### config.mk
export PLATFORM = sky130hd
export DESIGN_NAME = rc4_phase_ctrl
export DESIGN_NICKNAME = d
export VERILOG_FILES = /design/src/rtl/rc4_phase_ctrl.sv
export SDC_FILE = /design/constraint.sdc
export NUM_CORES = 1
export LEC_CHECK = 0
export BUFFER_PORTS_ARGS = -buffer_cell sky130_fd_sc_hd__buf_2
export CORE_MARGIN = 2
export CORE_UTILIZATION = 49
export DETAILED_ROUTE_END_ITERATION = 8
export GPL_TIMING_DRIVEN = 1
export HOLD_SLACK_MARGIN = 0.15
export PLACE_DENSITY = 0.81
export SLEW_MARGIN = 20
export SYNTH_ARGS = -nofsm -noshare
export SYNTH_HDL_FRONTEND = slang
export SYNTH_SLANG_ARGS = --single-unit
### constraint.sdc
create_clock -name clk -period 4.12 [get_ports clk]
set_input_delay 0.206 -clock clk [delete_from_list [all_inputs] [get_ports clk]]
set_output_delay 0.206 -clock clk [all_outputs]
set_load 0.02 [all_outputs]
### src/rtl/rc4_phase_ctrl.sv
// Sequencer for the RC4 key search: runs S-init, KSA shuffle and decrypt per key and owns the S-memory mux.
// Start pulses and memory_sel are registered one cycle after the state decision; the mux itself is combinational.
// No backpressure: sub-blocks handshake through start pulse / finish level; a stalled phase aborts after TIMEOUT cycles.
module rc4_phase_ctrl #(
   parameter logic [23:0] KEY_MAX = 24'h3FFFFF,
   parameter logic [15:0] TIMEOUT = 16'd65535,
   parameter int          GUARD   = 2
) (
   input  logic        clk,
   input  logic        reset,
   input  logic        go,
   input  logic [23:0] key_start,
   output logic        init_start,
   output logic        shuf_start,
   output logic        dec_start,
   input  logic        init_finish,
   input  logic        shuf_finish,
   input  logic        dec_finish,
   input  logic        dec_valid,
   input  logic [7:0]  init_addr,
   input  logic [7:0]  shuf_addr,
   input  logic [7:0]  dec_addr,
   input  logic [7:0]  init_data,
   input  logic [7:0]  shuf_data,
   input  logic [7:0]  dec_data,
   input  logic        init_wen,
   input  logic        shuf_wen,
   input  logic        dec_wen,
   output logic [7:0]  mem_addr,
   output logic [7:0]  mem_data,
   output logic        mem_wen,
   output logic [1:0]  memory_sel,
   output logic [23:0] secret_key,
   output logic        busy,
   output logic        key_found,
   output logic        key_fail,
   output logic        timeout_err
);

   typedef enum logic [3:0] {
      S_IDLE, S_INIT_GO, S_INIT_WAIT, S_SHUF_GO, S_SHUF_WAIT,
      S_DEC_GO, S_DEC_WAIT, S_NEXT_KEY, S_FOUND, S_FAIL
   } state_t;

   localparam logic [1:0] SEL_NONE = 2'b00;
   localparam logic [1:0] SEL_SHUF = 2'b01;
   localparam logic [1:0] SEL_DEC  = 2'b10;
   localparam logic [1:0] SEL_INIT = 2'b11;

   state_t      state;
   state_t      state_nxt;
   logic [15:0] timer;
   logic [23:0] key_nxt;
   logic        found_nxt;
   logic        fail_nxt;
   logic        to_nxt;
   logic [1:0]  sel_nxt;
   logic        busy_nxt;
   logic        guard_ok;
   logic        timed_out;
   logic        in_wait;
   logic        last_key;

   // A finish level older than the guard window belongs to the previous run of that sub-block.
   assign guard_ok  = (timer >= 16'(GUARD));
   // Timer is 0 on the first WAIT cycle, so TIMEOUT-1 marks the last permitted WAIT cycle.
   assign timed_out = (timer == TIMEOUT - 16'd1);
   assign in_wait   = (state == S_INIT_WAIT) || (state == S_SHUF_WAIT) || (state == S_DEC_WAIT);
   assign last_key  = (secret_key == KEY_MAX) || (secret_key == 24'hFFFFFF);

   // Next-state, key and flag decisions.
   always_comb begin
      state_nxt = state;
      key_nxt   = secret_key;
      found_nxt = key_found;
      fail_nxt  = key_fail;
      to_nxt    = timeout_err;
      case (state)
         S_IDLE, S_FOUND, S_FAIL: begin
            if (go) begin
               state_nxt = S_INIT_GO;
               key_nxt   = key_start;
               found_nxt = 1'b0;
               fail_nxt  = 1'b0;
               to_nxt    = 1'b0;
            end
         end
         S_INIT_GO: state_nxt = S_INIT_WAIT;
         S_INIT_WAIT: begin
            if (init_finish && guard_ok) begin
               state_nxt = S_SHUF_GO;
            end else if (timed_out) begin
               state_nxt = S_FAIL;
               to_nxt    = 1'b1;
            end
         end
         S_SHUF_GO: state_nxt = S_SHUF_WAIT;
         S_SHUF_WAIT: begin
            if (shuf_finish && guard_ok) begin
               state_nxt = S_DEC_GO;
            end else if (timed_out) begin
               state_nxt = S_FAIL;
               to_nxt    = 1'b1;
            end
         end
         S_DEC_GO: state_nxt = S_DEC_WAIT;
         S_DEC_WAIT: begin
            if (dec_finish && guard_ok) begin
               if (dec_valid) begin
                  state_nxt = S_FOUND;
                  found_nxt = 1'b1;
               end else if (last_key) begin
                  state_nxt = S_FAIL;
                  fail_nxt  = 1'b1;
               end else begin
                  state_nxt = S_NEXT_KEY;
               end
            end else if (timed_out) begin
               state_nxt = S_FAIL;
               to_nxt    = 1'b1;
            end
         end
         S_NEXT_KEY: begin
            key_nxt   = secret_key + 24'd1;
            state_nxt = S_INIT_GO;
         end
         default: state_nxt = S_IDLE;
      endcase
   end

   // Memory owner and busy derived from the state being entered, so they register alongside it.
   always_comb begin
      sel_nxt  = SEL_NONE;
      busy_nxt = 1'b1;
      case (state_nxt)
         S_INIT_GO, S_INIT_WAIT: sel_nxt = SEL_INIT;
         S_SHUF_GO, S_SHUF_WAIT: sel_nxt = SEL_SHUF;
         S_DEC_GO,  S_DEC_WAIT:  sel_nxt = SEL_DEC;
         default:                sel_nxt = SEL_NONE;
      endcase
      if ((state_nxt == S_IDLE) || (state_nxt == S_FOUND) || (state_nxt == S_FAIL)) begin
         busy_nxt = 1'b0;
      end
   end

   // State register.
   always_ff @(posedge clk or posedge reset) begin
      if (reset) state <= S_IDLE;
      else       state <= state_nxt;
   end

   // WAIT-state timer: restarts at 0 on every entry, counts while the state holds.
   always_ff @(posedge clk or posedge reset) begin
      if (reset) begin
         timer <= 16'd0;
      end else if (in_wait && (state_nxt == state)) begin
         timer <= timer + 16'd1;
      end else begin
         timer <= 16'd0;
      end
   end

   // Registered Moore outputs: start pulses, mux owner, key and status flags.
   always_ff @(posedge clk or posedge reset) begin
      if (reset) begin
         init_start  <= 1'b0;
         shuf_start  <= 1'b0;
         dec_start   <= 1'b0;
         memory_sel  <= SEL_NONE;
         secret_key  <= 24'd0;
         busy        <= 1'b0;
         key_found   <= 1'b0;
         key_fail    <= 1'b0;
         timeout_err <= 1'b0;
      end else begin
         init_start  <= (state_nxt == S_INIT_GO);
         shuf_start  <= (state_nxt == S_SHUF_GO);
         dec_start   <= (state_nxt == S_DEC_GO);
         memory_sel  <= sel_nxt;
         secret_key  <= key_nxt;
         busy        <= busy_nxt;
         key_found   <= found_nxt;
         key_fail    <= fail_nxt;
         timeout_err <= to_nxt;
      end
   end

   // S-memory port mux; with no owner the port is held quiet so nothing can write.
   always_comb begin
      mem_addr = 8'd0;
      mem_data = 8'd0;
      mem_wen  = 1'b0;
      case (memory_sel)
         SEL_SHUF: begin
            mem_addr = shuf_addr;
            mem_data = shuf_data;
            mem_wen  = shuf_wen;
         end
         SEL_DEC: begin
            mem_addr = dec_addr;
            mem_data = dec_data;
            mem_wen  = dec_wen;
         end
         SEL_INIT: begin
            mem_addr = init_addr;
            mem_data = init_data;
            mem_wen  = init_wen;
         end
         default: begin
            mem_addr = 8'd0;
            mem_data = 8'd0;
            mem_wen  = 1'b0;
         end
      endcase
   end

endmodule

* After elaboration in Yosys (flattened, before gate mapping)
Cells that the tools add are included.
** Storage, ports and cells
- Register bits :: 53
** Cells by class
- Reductions and logical operators :: 22
- Equality and inequality tests :: 32
- $add $sub $neg :: 2
- Magnitude comparators :: 1
- Multiplexer cells :: 29
** Operator list (count)
- $pmux 24 s2 :: 1
- $pmux 8 s3 :: 2
- $pmux 4 s8 :: 1
- $eq 4x3->1 const B :: 7
- $mux 4 :: 7
- $add 24x1->24 const B :: 1
- $eq 24x22->1 const B :: 1
- $eq 24x24->1 const B :: 1
- $mux 24 :: 1
- $add 16x1->16 const B :: 1
- $eq 16x16->1 const B :: 1
- $eq 4x2->1 const B :: 4
- $eq 4x4->1 const B :: 4
- $ge 16x2->1 const B :: 1
- $mux 16 :: 1
- $ne 2x2->1 const B :: 7
- $mux 1 :: 11
- $reduce_and 5->1 :: 2
- $eq 4x1->1 const B :: 2
- $logic_not 4->1 :: 2
- $pmux 2 s3 :: 1
- $reduce_or 2->1 :: 3
- $logic_or 1x1->1 :: 5
- $eq 2x2->1 const B :: 2
- 12 further kinds :: 17

* Depth between registers and ports, before layout
- Depth in word-level cells :: 10
- Mapped depth :: 11

* Worst setup path before layout
OpenSTA, ideal clock, no wires.
- Path kind :: register to register
- Start :: register timer[0]
- End :: register timer[12]
- Buffers on the path :: 2
- Data required time :: 4.052 ns
- Stages on the path, launching flop included :: 12
- Path slack :: 1.034 ns
- Arrival :: 3.018 ns
- Cell sequence :: dfrtp_1 > inv_1 > ha_1 > or4_4 > o41ai_4 > or2_4 > nor2_2 > a311oi_2 > or3b_1 > buf_6 > buf_12 > nor2_4
** Between the ends
- Cells in the longest elaborated chain, start to end :: 7
** Ends and longest elaborated chain
- start: declaration :: RTL line 52 : logic [15:0] timer;
- start signal: assignment :: RTL line 157 : timer <= timer + 16'd1;
- $ge 16x2->1 / $eq 16x16->1 (equally long branches) :: RTL line 65, 67
- $logic_and 1x1->1 (tied with other cells) :: RTL line 108 : if (dec_finish && guard_ok) begin
- $mux 4 (on tied branches) :: RTL line 108, 90, 99
- $pmux 4 s8 :: RTL line 78 : case (state)
- $eq 4x4->1 :: RTL line 156 : end else if (in_wait && (state_nxt == state)) begin
- $logic_and 1x1->1 :: RTL line 156
- $mux 16 (*) :: RTL line 156
Mark *: on every way between the ends. The rest lies on a longest branch, timed or not.
A chain may end at the register's enable or synchronous reset.

* Worst setup path in the final report
- Start :: register timer[0]
- End :: register timer[3]
Same word-level chain as after synthesis.

==> impl_results.md <==
- Number of buffers created by CTS: 5
- Cell area after layout: between 4000 and 5000 um^2
- Clk_skew: roughly 0.013 ns
- Number of enable flip-flop cells after synthesis: 0
- Predominant post-synthesis flop cell: dfrtp_1
- TritonRoute pass-1 iters: 5
- CP max stage delay: between 0.8 and 0.9 ns
- Global route overflow: 0
- Clock tree buffer depth: 2
- Clock power share: 0.118
- Area contributors post-synth: dfrtp_1 (40%), mux2_2 (6.1%), nor2_1 (5.9%)
- Crit path arrival time: approximately 3.9 ns
- CP Capture Type: flip-flop
- CTS resizes: 0
- Initial antenna violation count: 0
- Worst Hold Class: input pin to flip-flop
- Final worst-path cycle share: 0.8926
- Tmin final: about 3.7 ns
- Max-slew headroom: 0.2835
- FMAX: ~0.27 GHz
- Placed instance area: roughly 4000 um^2
- Combinational share of power: 0.538
- Aggregate global-route resource usage: 0.2438
- Clock latency at the later pin of the worst-skew pair: 0.31 ns
- Switching Share: 0.4818
- Grt met2 use: 0.4327
- Clk Tree Root Cell: clkbuf_8
- Height of the chip: between 80 and 90 um
- Avg Cell Area, Syn: 9.310 um^2
- Leading area contributor after synthesis: dfrtp_1
- Global-route wire length before repair: roughly 14 mm
- Mapped cell area: 3314 um^2
- H-tree depth: 2
- Area growth, synth to finish: 26.46%
- Post-route DRC: 0
- I/O pins: 132
- Post-route ant nets: 0
- Vias post-DR: 3,290
- Core Rows: 29
- CTS sink cnt: 53
- Starting DRC count in detailed routing: between 200 and 300
- Vias per cell: between 5 and 6
- FFs w/ async S/R, synth: 1.000
- Largest net degree at the start of global routing: 54
- Final-stage net count: about 570
- Initial cell density of the core: 0.5132
- Full die area: between 7000 and 8000 um^2
- Hpwl dp: roughly 7 mm
- Power Density: about 660 nW/um^2
- RePlAce Congestion: 0.8969
- Vias in the first global route: 3,067
- Core ar.: ~6500 um^2
- Max-cap viol count: 0
- Area share of the largest cell type after synthesis: 0.4002
- Cells after synthesis: 356
- CTS tree: done
- Pleak: around 1.9 nW
- Top-count cell post-synth: dfrtp_1
- I/O Buffers: between 100 and 150
- Status: finished clean
- Crit path launch type: flip-flop
- Ant diodes: 0
- Clk pin slew, worst setup/hold paths: approximately 0.10 ns
- Seq/Total Area, Yosys: 0.4002
- Share of cells above drive strength 1: 0.3763
- Worst vdd ir: around 0.00036 V
- Routed wire length: just over 9 mm
- Met1 Usage GRT: 0.3039
- CP Max Fanout: 16
- Worst Tran Pin Value: approximately 1.1 ns
- RSZ-0062 raised after global routing: no
- Critical Path Slowest Stage Cell: or3b_1
- Gr busiest metal: met2
- Fin. Hold Viols: 0
- Post-synthesis cell type count: 55
- Die width: 86.25 um
- Synth cell count leaders: dfrtp_1 (53), nor2_1 (52), nand2_1 (27)
- Switching power: 1.326 mW
- Syn nets: approximately 440
- Setup_tns: 0 ns
- Flop pwr share: 0.344
- CP Data Required Time: about 4.4 ns
- Wirelength per Cell: approximately 16 um
- Setup violators final: 0
- Met3 GRT Util: 0.03619
- Reg2reg setup slack: 0.44 ns
- Crit-path cells: inv_1 -> ha_1 -> or4_4 -> o41ai_4 -> or2_4 -> nor2_2 -> a311oi_2 -> or3b_1 -> nor2_1
- Final Slew Violations: 0
- Int Pwr: between 1 and 1.5 mW
- Synth Register Bits: 53
- CP Class: flip-flop to flip-flop
- Synth warn: 0
==> power groups by stage <==
stage / registers, mW / clock network (mW) / logic (mW)
final: 0.947 / 0.324 / 1.48
after global routing: 0.983 / 0.353 / 1.61
after CTS: 0.940 / 0.334 / 1.49
after detailed placement: 0.951 / 0 / 1.48
after global placement: 0.940 / 0 / 1.44
after floorplan: 1.01 / 0 / 1.03
==> per-layer routing <==
layer	vias to the layer above	part of all wire
li1	1578	-
met1	1547	0.40
met2	146	0.50
met3	19	0.072
met4	0	0.021
met5	-	0
==> registers in the layout (all words and copies together), names as in the netlist <==
register	count
key_found	1
timeout_err	1
dec_start	1
key_fail	1
timer	16
secret_key	24
shuf_start	1
busy	1
state	4
memory_sel	2
init_start	1
==> path summary, 6_finish.rpt <==
check | endpoint | from | depth (start not counted)
max in group asynchronous | state[0] | reset | 3
worst max register to register | timer[3] | timer[0] | 9
min in group asynchronous | secret_key[19] | reset | 3
worst min-delay path | secret_key[6] | key_start[6] | 3
worst min register to register | timer[0] | timer[0] | 1
worst max-delay path | timer[3] | timer[0] | 9
==> worst max-delay path, delay by kind of cell, from the launching register on <==
family,cells,cell delay [ns]
adder cells (fa/ha/maj),1,0.22
buffers and inverters,1,0.07
AO/OA/AOI/OAI,2,0.94
flip-flops,1,0.42
AND/OR/NAND/NOR,5,1.94
==> through the flow <==
stage	hold WS, ns	power, mW	setup WS [ns]	util	instances
2_1_floorplan	0.3340	2.038	1.034	-	356
3_3_place_gp	0.4211	2.381	0.6471	0.6172	548
3_5_place_dp	0.4255	2.427	0.4442	0.6172	548
4_1_cts	0.1540	2.762	0.4290	0.6468	565
5_1_grt	0.1664	2.944	0.2368	0.6490	566
6_report	0.1581	2.752	0.4425	0.6490	566
==> placed cells by master, fill, tap and decap left out, types with 3 or more instances in the layout <==
master	instances
ha_1	3
or3_1	3
inv_1	9
nor2_4	8
nand3_1	18
nor3_1	6
a22oi_1	3
dlygate4sd3_1	10
nor2_1	52
a21oi_1	7
and3_1	4
nand2_1	27
a221o_1	3
nand4_1	10
xor2_1	7
o21ai_0	13
nor2b_1	3
a311oi_1	10
xnor2_1	9
mux2_2	18
a211oi_1	7
nor4_1	4
nor2_2	3
clkbuf_8	7
nand2b_1	3
or4_4	3
or2_2	3
buf_2	131
o211ai_1	3
dfrtp_1	53
a22o_1	18
==> layout make-up <==
class | count | area (um^2)
fill | 546 | 2267
tap | 77 | 96.34
timing repair buffer | 142 | 763.2
inverter | 10 | 38.79
clock inverter | 1 | 5.005
clock buffer | 7 | 96.34
multi-input combinational | 276 | 1866
sequential | 53 | 1326
==> timing repair <==
item / CTS / global route
buffers inserted: 0 / 0
hold endpoints to repair: 9 / 42
hold buffers: 9 / 1
==> kinds of logic after synthesis <==
group | synth area share
muxes | 0.06115
DFF | 0.4002
adders and majority gates | 0.01133
and+or+nand+nor | 0.2522
xor gates and xnor gates | 0.04228
AOI/OAI and AO/OA | 0.1952
buffers and inverters | 0.03775
No activity file was read; power rests on OpenSTA's default activity.
